## config.mk

```make
export PLATFORM = sky130hd
export DESIGN_NAME = uart_boot_loader
export DESIGN_NICKNAME = d
export VERILOG_FILES = /design/src/rtl/uart_boot_loader_pkg.sv /design/src/rtl/uart_boot_loader_idle_timer.sv /design/src/rtl/uart_boot_loader.sv
export SDC_FILE = /design/constraint.sdc
export NUM_CORES = 1
export LEC_CHECK = 0
export CAP_MARGIN = 0
export CORE_MARGIN = 3
export CORE_UTILIZATION = 37
export DETAILED_ROUTE_END_ITERATION = 16
export SYNTH_ARGS = -nofsm -noshare
export SYNTH_HDL_FRONTEND = slang
export SYNTH_SLANG_ARGS = --single-unit
```

## constraint.sdc

```tcl
create_clock -name i_clk -period 3 [get_ports i_clk]
set_input_delay 0.6 -clock i_clk [delete_from_list [all_inputs] [get_ports i_clk]]
set_output_delay 0.6 -clock i_clk [all_outputs]
set_load 0.05 [all_outputs]
```

## src/rtl/uart_boot_loader_pkg.sv

```systemverilog
// Shared definitions for the UART boot loader: FSM state encoding, the default
// frame start marker and the byte order of a frame.
package uart_boot_loader_pkg;

  typedef enum logic [2:0] {
    ST_IDLE    = 3'd0,
    ST_LEN_HI  = 3'd1,
    ST_LEN_LO  = 3'd2,
    ST_DATA_HI = 3'd3,
    ST_DATA_LO = 3'd4,
    ST_CHECK   = 3'd5,
    ST_DONE    = 3'd6,
    ST_ERROR   = 3'd7
  } state_e;

  localparam logic [7:0] START_BYTE_DEFAULT = 8'hA5;

  // Byte position of each frame field; CHK follows the 2*LEN data bytes.
  localparam int unsigned FIELD_START  = 0;
  localparam int unsigned FIELD_LEN_HI = 1;
  localparam int unsigned FIELD_LEN_LO = 2;
  localparam int unsigned FIELD_DATA   = 3;

  function automatic logic in_frame(input state_e s);
    return s inside {ST_LEN_HI, ST_LEN_LO, ST_DATA_HI, ST_DATA_LO, ST_CHECK};
  endfunction

endpackage

```

## src/rtl/uart_boot_loader_idle_timer.sv

```systemverilog
// Inter-byte idle timer: a down-counter reloaded on every clear, flagging
// expiry when it reaches zero while enabled. TIMEOUT_CYCLES = 0 disables it.
module uart_boot_loader_idle_timer #(
  parameter int unsigned TIMEOUT_CYCLES = 1000000
) (
  input  logic i_clk,
  input  logic i_reset,
  input  logic i_clear,
  input  logic i_enable,
  output logic o_expired
);

  if (TIMEOUT_CYCLES == 0) begin : g_off
    assign o_expired = 1'b0;
  end else begin : g_on
    localparam int unsigned CW = (TIMEOUT_CYCLES > 1) ? $clog2(TIMEOUT_CYCLES) : 1;

    logic [CW-1:0] cnt_q, cnt_d;

    // Reload with N-1 so expiry lands exactly N edges after the clearing edge.
    always_comb begin
      cnt_d = cnt_q;
      if (i_clear)
        cnt_d = CW'(TIMEOUT_CYCLES - 1);
      else if (i_enable && (cnt_q != '0))
        cnt_d = cnt_q - CW'(1);
    end

    always_ff @(posedge i_clk) begin
      if (i_reset) cnt_q <= '0;
      else         cnt_q <= cnt_d;
    end

    assign o_expired = i_enable && (cnt_q == '0);
  end

endmodule

```

## src/rtl/uart_boot_loader.sv

```systemverilog
// Frame receiver that writes a UART-delivered program image into program RAM
// and holds the CPU in reset until a checksum-verified image is loaded.
//
// state   | meaning
// IDLE    | waiting for the start byte, other bytes ignored
// LEN_HI  | expecting length high byte
// LEN_LO  | expecting length low byte, range-checked on arrival
// DATA_HI | expecting high byte of the next word
// DATA_LO | expecting low byte; the word is written on arrival
// CHECK   | expecting the checksum byte
// DONE    | image verified, CPU released, deaf until reset
// ERROR   | frame aborted, waiting for a new start byte
module uart_boot_loader
  import uart_boot_loader_pkg::*;
#(
  parameter int unsigned ADDR_WIDTH     = 8,
  parameter logic [15:0] LOAD_BASE      = 16'h0000,
  parameter int unsigned TIMEOUT_CYCLES = 1000000,
  parameter logic [7:0]  START_BYTE     = START_BYTE_DEFAULT
) (
  input  logic        i_clk,
  input  logic        i_reset,
  input  logic [7:0]  i_rx_data,
  input  logic        i_rx_valid,
  output logic        o_ram_load,
  output logic [15:0] o_ram_addr,
  output logic [15:0] o_ram_data,
  output logic        o_cpu_reset,
  output logic        o_busy,
  output logic        o_done,
  output logic        o_error
);

  localparam logic [16:0] MAX_LEN = 17'(1) << ADDR_WIDTH;

  state_e      state_q, state_d;
  logic [15:0] len_q, len_d;
  logic [15:0] word_cnt_q, word_cnt_d;
  logic [7:0]  sum_q, sum_d;
  logic [7:0]  hi_q, hi_d;
  logic        load_q, load_d;
  logic [15:0] addr_q, addr_d;
  logic [15:0] data_q, data_d;
  logic        cpu_reset_q, cpu_reset_d;
  logic        busy_q, busy_d;
  logic        done_q, done_d;
  logic        error_q, error_d;
  logic        timeout;
  logic [15:0] len_new;
  logic [15:0] word_cnt_inc;

  uart_boot_loader_idle_timer #(
    .TIMEOUT_CYCLES(TIMEOUT_CYCLES)
  ) u_idle_timer (
    .i_clk    (i_clk),
    .i_reset  (i_reset),
    .i_clear  (i_rx_valid),
    .i_enable (in_frame(state_q)),
    .o_expired(timeout)
  );

  always_ff @(posedge i_clk) begin
    if (i_reset) begin
      state_q     <= ST_IDLE;
      len_q       <= '0;
      word_cnt_q  <= '0;
      sum_q       <= '0;
      hi_q        <= '0;
      load_q      <= 1'b0;
      addr_q      <= '0;
      data_q      <= '0;
      cpu_reset_q <= 1'b1;
      busy_q      <= 1'b0;
      done_q      <= 1'b0;
      error_q     <= 1'b0;
    end else begin
      state_q     <= state_d;
      len_q       <= len_d;
      word_cnt_q  <= word_cnt_d;
      sum_q       <= sum_d;
      hi_q        <= hi_d;
      load_q      <= load_d;
      addr_q      <= addr_d;
      data_q      <= data_d;
      cpu_reset_q <= cpu_reset_d;
      busy_q      <= busy_d;
      done_q      <= done_d;
      error_q     <= error_d;
    end
  end

  assign len_new      = {len_q[15:8], i_rx_data};
  assign word_cnt_inc = word_cnt_q + 16'd1;

  always_comb begin
    state_d    = state_q;
    len_d      = len_q;
    word_cnt_d = word_cnt_q;
    sum_d      = sum_q;
    hi_d       = hi_q;
    load_d     = 1'b0;
    addr_d     = addr_q;
    data_d     = data_q;
    // A byte arriving in the expiry cycle takes priority over the timeout.
    if (i_rx_valid) begin
      case (state_q)
        ST_IDLE, ST_ERROR: begin
          if (i_rx_data == START_BYTE) begin
            state_d    = ST_LEN_HI;
            sum_d      = '0;
            word_cnt_d = '0;
          end
        end
        ST_LEN_HI: begin
          len_d[15:8] = i_rx_data;
          sum_d       = sum_q + i_rx_data;
          state_d     = ST_LEN_LO;
        end
        ST_LEN_LO: begin
          len_d = len_new;
          sum_d = sum_q + i_rx_data;
          if ({1'b0, len_new} > MAX_LEN) state_d = ST_ERROR;
          else if (len_new == '0)        state_d = ST_CHECK;
          else                           state_d = ST_DATA_HI;
        end
        ST_DATA_HI: begin
          hi_d    = i_rx_data;
          sum_d   = sum_q + i_rx_data;
          state_d = ST_DATA_LO;
        end
        ST_DATA_LO: begin
          load_d     = 1'b1;
          addr_d     = LOAD_BASE + word_cnt_q;
          data_d     = {hi_q, i_rx_data};
          word_cnt_d = word_cnt_inc;
          sum_d      = sum_q + i_rx_data;
          state_d    = (word_cnt_inc == len_q) ? ST_CHECK : ST_DATA_HI;
        end
        ST_CHECK: state_d = (i_rx_data == sum_q) ? ST_DONE : ST_ERROR;
        default:  state_d = state_q;
      endcase
    end else if (timeout) begin
      state_d = ST_ERROR;
    end
  end

  always_comb begin
    cpu_reset_d = (state_d != ST_DONE);
    busy_d      = in_frame(state_d);
    done_d      = (state_d == ST_DONE);
    error_d     = (state_d == ST_ERROR);
  end

  assign o_ram_load  = load_q;
  assign o_ram_addr  = addr_q;
  assign o_ram_data  = data_q;
  assign o_cpu_reset = cpu_reset_q;
  assign o_busy      = busy_q;
  assign o_done      = done_q;
  assign o_error     = error_q;

endmodule

```

# Word-level counts from Yosys, hierarchy flattened
# Index checks and enable logic that the tools add are counted.
[word_totals]
regBits = 108
output_inout_bits = 37
[op_classes]
addsub = 3
n_eq_ne = 18
bitwise = 1
muxes = 15
n_reduce_logical = 21
magnitude_cmp = 1
[ops]
columns = ["op", "count"]
rows = [
  ["20-bit two-way mux", 2],
  ["16-bit case mux with 2 select lines", 1],
  ["3-bit == test (second input constant)", 7],
  ["20-bit zero test", 1],
  ["20-bit nonzero test", 1],
  ["20-bit by 1-bit subtractor with 20-bit output (second input constant)", 1],
  ["3-bit two-way mux", 6],
  ["3-bit case mux with 6 select lines", 1],
  ["16-bit by 1-bit adder with 16-bit output (second input constant)", 1],
  ["16-bit == test", 1],
  ["16-bit by 9-bit > comparator with 1-bit output (second input constant)", 1],
  ["16-bit zero test", 1],
  ["16-bit two-way mux", 1],
  ["8-bit case mux with 2 select lines", 1],
  ["3-bit by 2-bit == test with 1-bit output (second input constant)", 4],
  ["5-bit nonzero test", 2],
  ["8-bit adder", 1],
  ["8-bit == test", 1],
  ["8-bit == test (second input constant)", 1],
  ["8-bit two-way mux", 1],
  ["2-bit AND reduction", 4],
  ["3-bit by 1-bit == test with 1-bit output (second input constant)", 2],
  ["3-bit AND reduction", 2],
  ["2-bit nonzero test", 3],
  ["8 further kinds", 12],
]

# Depth between registers and ports, before layout
# Gate-level depths: netlist of the first run.
[logic_depth]
depth_word = 7
mapped_depth = 11
ltp_nobuf = 11

# Cells and area by module
# Synthesis of the first run repeated with hierarchy kept, for this count alone.
[hier_totals]
hier_cells = 665
hier_area_um2 = 5397.7
[by_module_without_submodules]
columns = ["module", "area_each_um2", "cells_each", "instances", "seq_area_each_um2"]
rows = [
  ["uart_boot_loader", 4340.4, 543, 1, 1761.7],
  ["uart_boot_loader_idle_timer", 1057.3, 122, 1, 400.4],
]

# Least setup slack after synthesis of the first run
# Ideal clock, no wire load.
[synth_timing]
path_kind = "register to register"
startpoint = "reg word_cnt_q[1]"
endpoint = "reg cpu_reset_q (netlist: o_cpu_reset)"
setup_slack_ns = 0.315
stages_incl_launch_ff = 11
t_arrival_ns = 2.558
required_time_ns = 2.873
path_cell_list = "dfxtp_1 > ha_1 > nand4_4 > or2_1 > buf_4 > xnor2_1 > o32a_1 > nor4_2 > a211o_1 > nand3_1 > or3_1"
[synth_between]
elab_chain_cells = 6
[synth_lines]
columns = ["element", "line", "rtl"]
rows = [
  ["from (decl)", "uart_boot_loader.sv:38", "logic [15:0] word_cnt_q, word_cnt_d;"],
  ["from (signal assigned)", "uart_boot_loader.sv:79", "word_cnt_q <= word_cnt_d;"],
  ["16-bit by 1-bit adder with 16-bit output", "uart_boot_loader.sv:93", "assign word_cnt_inc = word_cnt_q + 16'd1;"],
  ["16-bit == test", "uart_boot_loader.sv:137", "state_d = (word_cnt_inc == len_q) ? ST_CHECK : ST_DATA_HI;"],
  ["3-bit two-way mux", "uart_boot_loader.sv:137", ""],
  ["3-bit case mux with 6 select lines", "uart_boot_loader.sv:106", "case (state_q)"],
  ["3-bit two-way mux", "uart_boot_loader.sv:105", "if (i_rx_valid) begin"],
  ["3-bit != test", "uart_boot_loader.sv:148", "cpu_reset_d = (state_d != ST_DONE);"],
  ["to (signal assigned)", "uart_boot_loader.sv:85", "cpu_reset_q <= cpu_reset_d;"],
  ["to (decl)", "uart_boot_loader.sv:44", "logic cpu_reset_q, cpu_reset_d;"],
]
# No other way between the ends.
# A chain may end at the register's enable or synchronous reset.

# Worst setup path in the final report of the first run
[layout_timing]
startpoint = "in i_rx_data[1]"
endpoint = "reg busy_q (netlist: o_busy)"
[layout_between]
elab_chain_cells = 7
word_cells_on_any_way = 16
[layout_lines]
columns = ["element", "line", "rtl"]
rows = [
  ["from (decl)", "uart_boot_loader.sv:23", "input logic [7:0] i_rx_data,"],
  ["parallel branches: the longest is 3 deep, another holds 16-bit by 9-bit > comparator with 1-bit output", "-", ""],
  ["3-bit case mux with 6 select lines (*)", "uart_boot_loader.sv:106", ""],
  ["3-bit two-way mux (*)", "uart_boot_loader.sv:105", ""],
  ["3-bit by 1-bit == test with 1-bit output, or another cell as far along", "uart_boot_loader_pkg.sv:25", "return s inside {ST_LEN_HI, ST_LEN_LO, ST_DATA_HI, ST_DATA_LO, ST_CHECK};"],
  ["5-bit nonzero test (*)", "uart_boot_loader_pkg.sv:25", ""],
  ["to (signal assigned)", "uart_boot_loader.sv:86", "busy_q <= busy_d;"],
  ["to (decl)", "uart_boot_loader.sv:45", "logic busy_q, busy_d;"],
]
# Mark *: on every way between the ends.

==> results.toml, run 1 <==
[drt]
wirelength_um = 12900
drtPass1Iterations = 5
drc = 0
ant_nets = 0
wl_per_cell_um = 14.3
vias = 4724
vias_per_cell = 5.27
drtIter0Drc = 336

[sta]
fin_crit_ns = 2.81
post-route-period-util_pct = 93.6
max_freq_mhz = 356
slew_violations = 0
clock_skew_ns = 0.00549
slew_headroom_pct = 62.3
finalHoldViolations = 0
hold_slack_ns = 0.457
fin_tns_setup_ns = 0
worst_pin_slew_ns = 0.563
rsz0062_at_grt = "false"
setup_violations = 0

[logic_synthesis]
synth-edff-count = 0
synthArstFlopShare_pct = 0
syn_inst = 659
ys_warn_count = 0
synth_nets = 680
ys_types = 63
synth_ff_type = "dfxtp_1"
synth_top_cell_by_area = "dfxtp_1"
synth.ff_latch_count = 108
yosys-top-cells-area = "dfxtp_1 (41%), nand2_1 (9.0%), a21oi_1 (7.8%), xnor2_1 (5.1%), nor2_1 (4.5%)"
syn-cell-area_um2 = 5280
syn_avg_cell_area_um2 = 8.01
ys_seq_area_share_pct = 40.9
synth_top_area_share_pct = 40.9

[critical_path]
critPathRequiredTime_ns = 3.25
slowest_stage = "or4_1"
r2r_cells = 9
critPathLaunchType = "primary input"
path_cells = "clkdlybuf4s50_1, or4_1, nor2_1, o211a_1, o31ai_1, nor4_1, a21oi_2, buf_4, a311oi_1"
critical_path_buf_inv_count = 2
cp_max_fo = 3
arrival_ns = 3.06
endpoint_kind = "flop"
r2r_end = "o_cpu_reset"
max_stage_delay_ns = 0.62
regToRegSetupSlack_ns = 0.28
critPathKind = "in -> reg"
regToRegStartpoint = "word_cnt_q[6]"
cpLargestDelayFamily = "simple AND/OR/NAND/NOR gates"

[min_path]
hold_depth = 2
hold_class = "reg -> reg"
holdPathEnd = "hi_q[3]"
holdCritStartpoint = "hi_q[3]"

[floorplan]
core_um2 = 13900
die_area_um2 = 15700
die_width_um = 125
ioPinCount = 48
initial_utilization_pct = 37.9
rows = 43
die_h_um = 125

[cts]
cts_hold_buf = 0
clock_latency_ns = 0.35
path_clk_slew_ns = 0.08
cts_max_level = 3
clockBufferDepth = 2
cts_tree = "yes"
cts_resized = 0
post_cts_buffers = 0
clock-sinks = 108
cts_buffers = 9
cts-root-buf = "clkbuf_16"

[global_route]
use_met3_pct = 2.78
grt_busiest_layer = "met2"
overflow = 0
grt_use_total_pct = 17.0
grt_max_degree = 78
grt.met2_usage_pct = 26.3
grt_use_met1_pct = 24.0
antenna_found_initial = 0
grt_pass1_vias = 4506
grt_first_pass_wirelength_um = 22200

[layout]
area_growth_syn_to_layout_pct = 21.8
final_core_util_pct = 46.1
antenna_cells = 0
final_layout_size_suffix_gt1_share_pct = 10.5
multi_input_area_um2 = 2900
ff_latch_area_um2 = 2160
fin_area_um2 = 6430
nets = 733
fillers = 1322

[power]
ir_drop_mv = 0.250
p_leak_nw = 2.26
pwr_density_cell_nw_per_um2 = 478

[placement]
place_hpwl_um = 9120
place_area_um2 = 6120
gp_congestion = 0.871
place.port_buffers = 47

[flow_run]
maxCapViolations = 0

[run_status]
status = "completed"
cells in the final DEF (no fill, tap or decap), types with 9 or more instances in the layout:
cell type,netlist,routed
nor3_1,20,19
o21ai_0,17,17
ha_1,9,9
nand3_1,10,10
clkdlybuf4s50_1,0,46
inv_1,12,12
clkbuf_16,0,9
a31oi_1,9,9
buf_4,3,34
xnor2_1,31,31
dfxtp_1,108,108
xor2_1,16,16
nand2_1,126,126
nor2_1,63,63
a21oi_1,82,82
stage by stage:
step / instances / setup slack (ns) / power [mW]
after global placement: 881 / -0.0869 / 1.85
after global routing: 897 / 0.0374 / 3.20
after floorplan: 659 / 0.315 / 1.76
after CTS: 897 / 0.197 / 3.11
after detailed placement: 881 / -0.173 / 1.86
final: 897 / 0.191 / 3.07
how the worst max path moves through the flow:
stage                              to  slack, ns     startpoint  cells after the start
final                          o_busy       0.19   i_rx_data[1]                      9
after global placement         o_busy      -0.09   i_rx_data[1]                      9
after detailed placement       o_busy      -0.17   i_rx_data[1]                      9
after global routing           o_busy       0.04   i_rx_data[1]                      9
after floorplan           o_cpu_reset       0.31  word_cnt_q[1]                     10
after CTS                      o_busy       0.20   i_rx_data[1]                      9
layout make-up:
type | instances | area share (%)
multi-input cells | 495 | 45.1
flip-flops and latches | 108 | 33.6
repair buffers | 84 | 12.1
clock buffers | 10 | 3.56
well taps | 180 | 3.50
clock inverters | 6 | 1.28
inverters | 14 | 0.817
synthesized netlist by cell type (3+ instances only):
library cell  count
dfxtp_1         108
nor2b_1           4
xnor2_1          31
ha_1              9
nand2_1         126
and3_1            5
inv_1            12
buf_4             3
nand4_1           4
a31oi_1           9
nand3b_1          5
xor2_1           16
nor4_1            8
or3_1             5
a211oi_1          5
a21oi_1          82
a21o_1            3
mux2i_1           8
nand2b_1          5
a22oi_1           7
o21ai_0          17
nor3_1           20
nand3_1          10
or4_1             6
nor4_2            3
nor2_1           63
clkbuf_1         36
per-layer routing:
metal / share of wire, % / routed length [um]
met4: 1.3 / 170
met1: 50 / 6460
met5: 0 / 0
met2: 44 / 5620
met3: 4.7 / 603
tightest hold or removal path, cell delays in order, from the launching register on:
cell	delay, ns
dfxtp_1	0.31
nand2_1	0.05
a21oi_1	0.05
sequential cells by signal (all words and copies together) (netlist names):
register and cells:
o_cpu_reset 1, state_q 3, o_ram_addr 16, word_cnt_q 16, len_q 16, o_error 1, hi_q 8, o_ram_load 1
sum_q 8, o_busy 1, o_done 1, u_idle_timer.g_on.cnt_q 20, o_ram_data 16
cell families (layout without fill, tap and decap cells):
group | after synthesis | after routing | share of synthesized area (%)
and+or+nand+nor | 281 | 281 | 25.8
xor gates and xnor gates | 47 | 47 | 7.80
DFF | 108 | 108 | 40.9
AOI/OAI and AO/OA | 149 | 149 | 17.1
adders and majority gates | 10 | 10 | 2.51
buffers and inverters | 56 | 114 | 4.38
muxes | 8 | 8 | 1.52
power by group:
| part | switching (mW) | leakage [nW] | total (mW) | internal, mW |
|---|---|---|---|---|
| Combinational | 0.180 | 1.23 | 0.321 | 0.141 |
| Clock | 0.576 | 0.148 | 1.24 | 0.668 |
| Sequential | 0.0380 | 0.876 | 1.51 | 1.47 |
| Total | 0.794 | 2.26 | 3.07 | 2.28 |
Power figures use the tool's default switching activity.
==> inputs of run 2 (changes only) <==
--- a/config.mk
+++ b/config.mk
@@ -5,10 +5,12 @@
 export SDC_FILE = /design/constraint.sdc
 export NUM_CORES = 1
 export LEC_CHECK = 0
-export CAP_MARGIN = 0
+export CAP_MARGIN = 20
 export CORE_MARGIN = 3
 export CORE_UTILIZATION = 37
 export DETAILED_ROUTE_END_ITERATION = 16
+export GPL_ROUTABILITY_DRIVEN = 0
+export SETUP_SLACK_MARGIN = 0.3
 export SYNTH_ARGS = -nofsm -noshare
 export SYNTH_HDL_FRONTEND = slang
 export SYNTH_SLANG_ARGS = --single-unit
==> results.toml, run 2 (synthesized netlist as in run 1, its figures left out) <==
[run_status]
status = "completed"

[drt]
vias_per_cell = 5.23
vias = 4695
ant_nets = 0
drc = 0
wl_per_cell_um = 14.4
drtPass1Iterations = 5
wirelength_um = 12900
drtIter0Drc = 360

[floorplan]
core_um2 = 13900
ioPinCount = 48
initial_utilization_pct = 37.9
die_area_um2 = 15700
rows = 43
die_h_um = 125
die_width_um = 125

[critical_path]
regToRegStartpoint = "word_cnt_q[1]"
regToRegSetupSlack_ns = 0.38
arrival_ns = 2.85
critPathLaunchType = "flop"
r2r_cells = 9
critPathRequiredTime_ns = 3.23
critPathKind = "reg -> reg"
endpoint_kind = "flop"
r2r_end = "o_cpu_reset"
cp_max_fo = 6

[min_path]
hold_class = "reg -> reg"
holdPathEnd = "hi_q[3]"
holdCritStartpoint = "hi_q[3]"
hold_depth = 2

[cts]
cts-root-buf = "clkbuf_16"
cts_buffers = 9
path_clk_slew_ns = 0.08
clock_latency_ns = 0.35
cts_max_level = 3
cts_tree = "yes"
cts_hold_buf = 0
clockBufferDepth = 2
clock-sinks = 108

[sta]
max_freq_mhz = 382
rsz0062_at_grt = "true"
fin_crit_ns = 2.62
fin_tns_setup_ns = 0
finalHoldViolations = 0
slew_headroom_pct = 65.8
clock_skew_ns = 0.00687
worst_pin_slew_ns = 0.504
post-route-period-util_pct = 87.2
setup_violations = 0
slew_violations = 0

[layout]
nets = 733
final_core_util_pct = 46.7
max_flop_register = "u_idle_timer.g_on.cnt_q"
final_common_cell = "nand2_1"
layout_common_cells = "nand2_1 (126), dfxtp_1 (106), a21oi_1 (80)"
antenna_cells = 0
area_growth_syn_to_layout_pct = 23.4
fillers = 1316
final_layout_size_suffix_gt1_share_pct = 12.1
largest_reg_flops = 20

[power]
p_total_mw = 3.07
ir_drop_mv = 0.250
pwr_density_cell_nw_per_um2 = 472
p_leak_nw = 2.33

[global_route]
grt_pass1_vias = 4520
antenna_found_initial = 0
overflow = 0
grt_max_degree = 78
grt_use_total_pct = 17.0
grt_first_pass_wirelength_um = 22300

[flow_run]
maxCapViolations = 0

[placement]
place_hpwl_um = 9120
place.port_buffers = 47
==> run 2: worst max-delay path by stage <==
stage / start / endpoint / slack, ns / cells after the start
after detailed placement: i_rx_data[1] / o_busy / -0.17 / 9
after global placement: i_rx_data[1] / o_busy / -0.09 / 9
after global routing: word_cnt_q[0] / o_cpu_reset / 0.25 / 11
after floorplan: word_cnt_q[1] / o_cpu_reset / 0.31 / 10
after CTS: word_cnt_q[5] / o_cpu_reset / 0.31 / 8
final: word_cnt_q[1] / o_cpu_reset / 0.38 / 9
==> run 2: final cells by class <==
class	count	area (um2)	area share (%)
clock buffers	10	229	3.52
clock inverters	6	82.6	1.27
inverters	14	52.6	0.807
multi-input cells	495	2970	45.7
flip-flops and latches	108	2160	33.2
well taps	180	225	3.46
repair buffers	84	786	12.1
==> run 2: report_power, final <==
group,internal (mW),switching (mW)
clock,0.668,0.571
sequential,1.47,0.0381
combinational,0.143,0.185
total,2.28,0.793
==> run 2: worst max-delay path, cell delays in order (launching register included) <==
cell and delay (ns):
dfxtp_1 0.34, ha_1 0.22, nand4_4 0.18, or2_4 0.33, xnor2_1 0.13, o32a_1 0.32, nor4_4 0.28, a211o_1 0.21
nand3_1 0.14, or3_1 0.34
==> run 2: repair_timing <==
action	CTS	global route
pin swaps	1	1
resized for setup	6	13
setup buffers	0	0
endpoints found under the setup margin	3	31
==> run 2: routing by layer <==
layer	wire [um]	global-route usage [%]	vias to the layer above
li1	-	-	2388
met1	6550	23.9	2197
met2	5700	26.4	101
met3	523	2.86	9
met4	156	5.74	0
met5	0	0	-
==> run 2: metrics by stage <==
stage	std cells	hold WS, ns	instance area [um2]	setup slack, ns
floorplan	659	0.432	5280	0.315
global placement	881	0.442	6120	-0.0869
CTS	897	0.460	6460	0.307
detailed placement	881	0.449	6120	-0.173
global route	897	0.474	6510	0.247
finish	897	0.457	6510	0.383
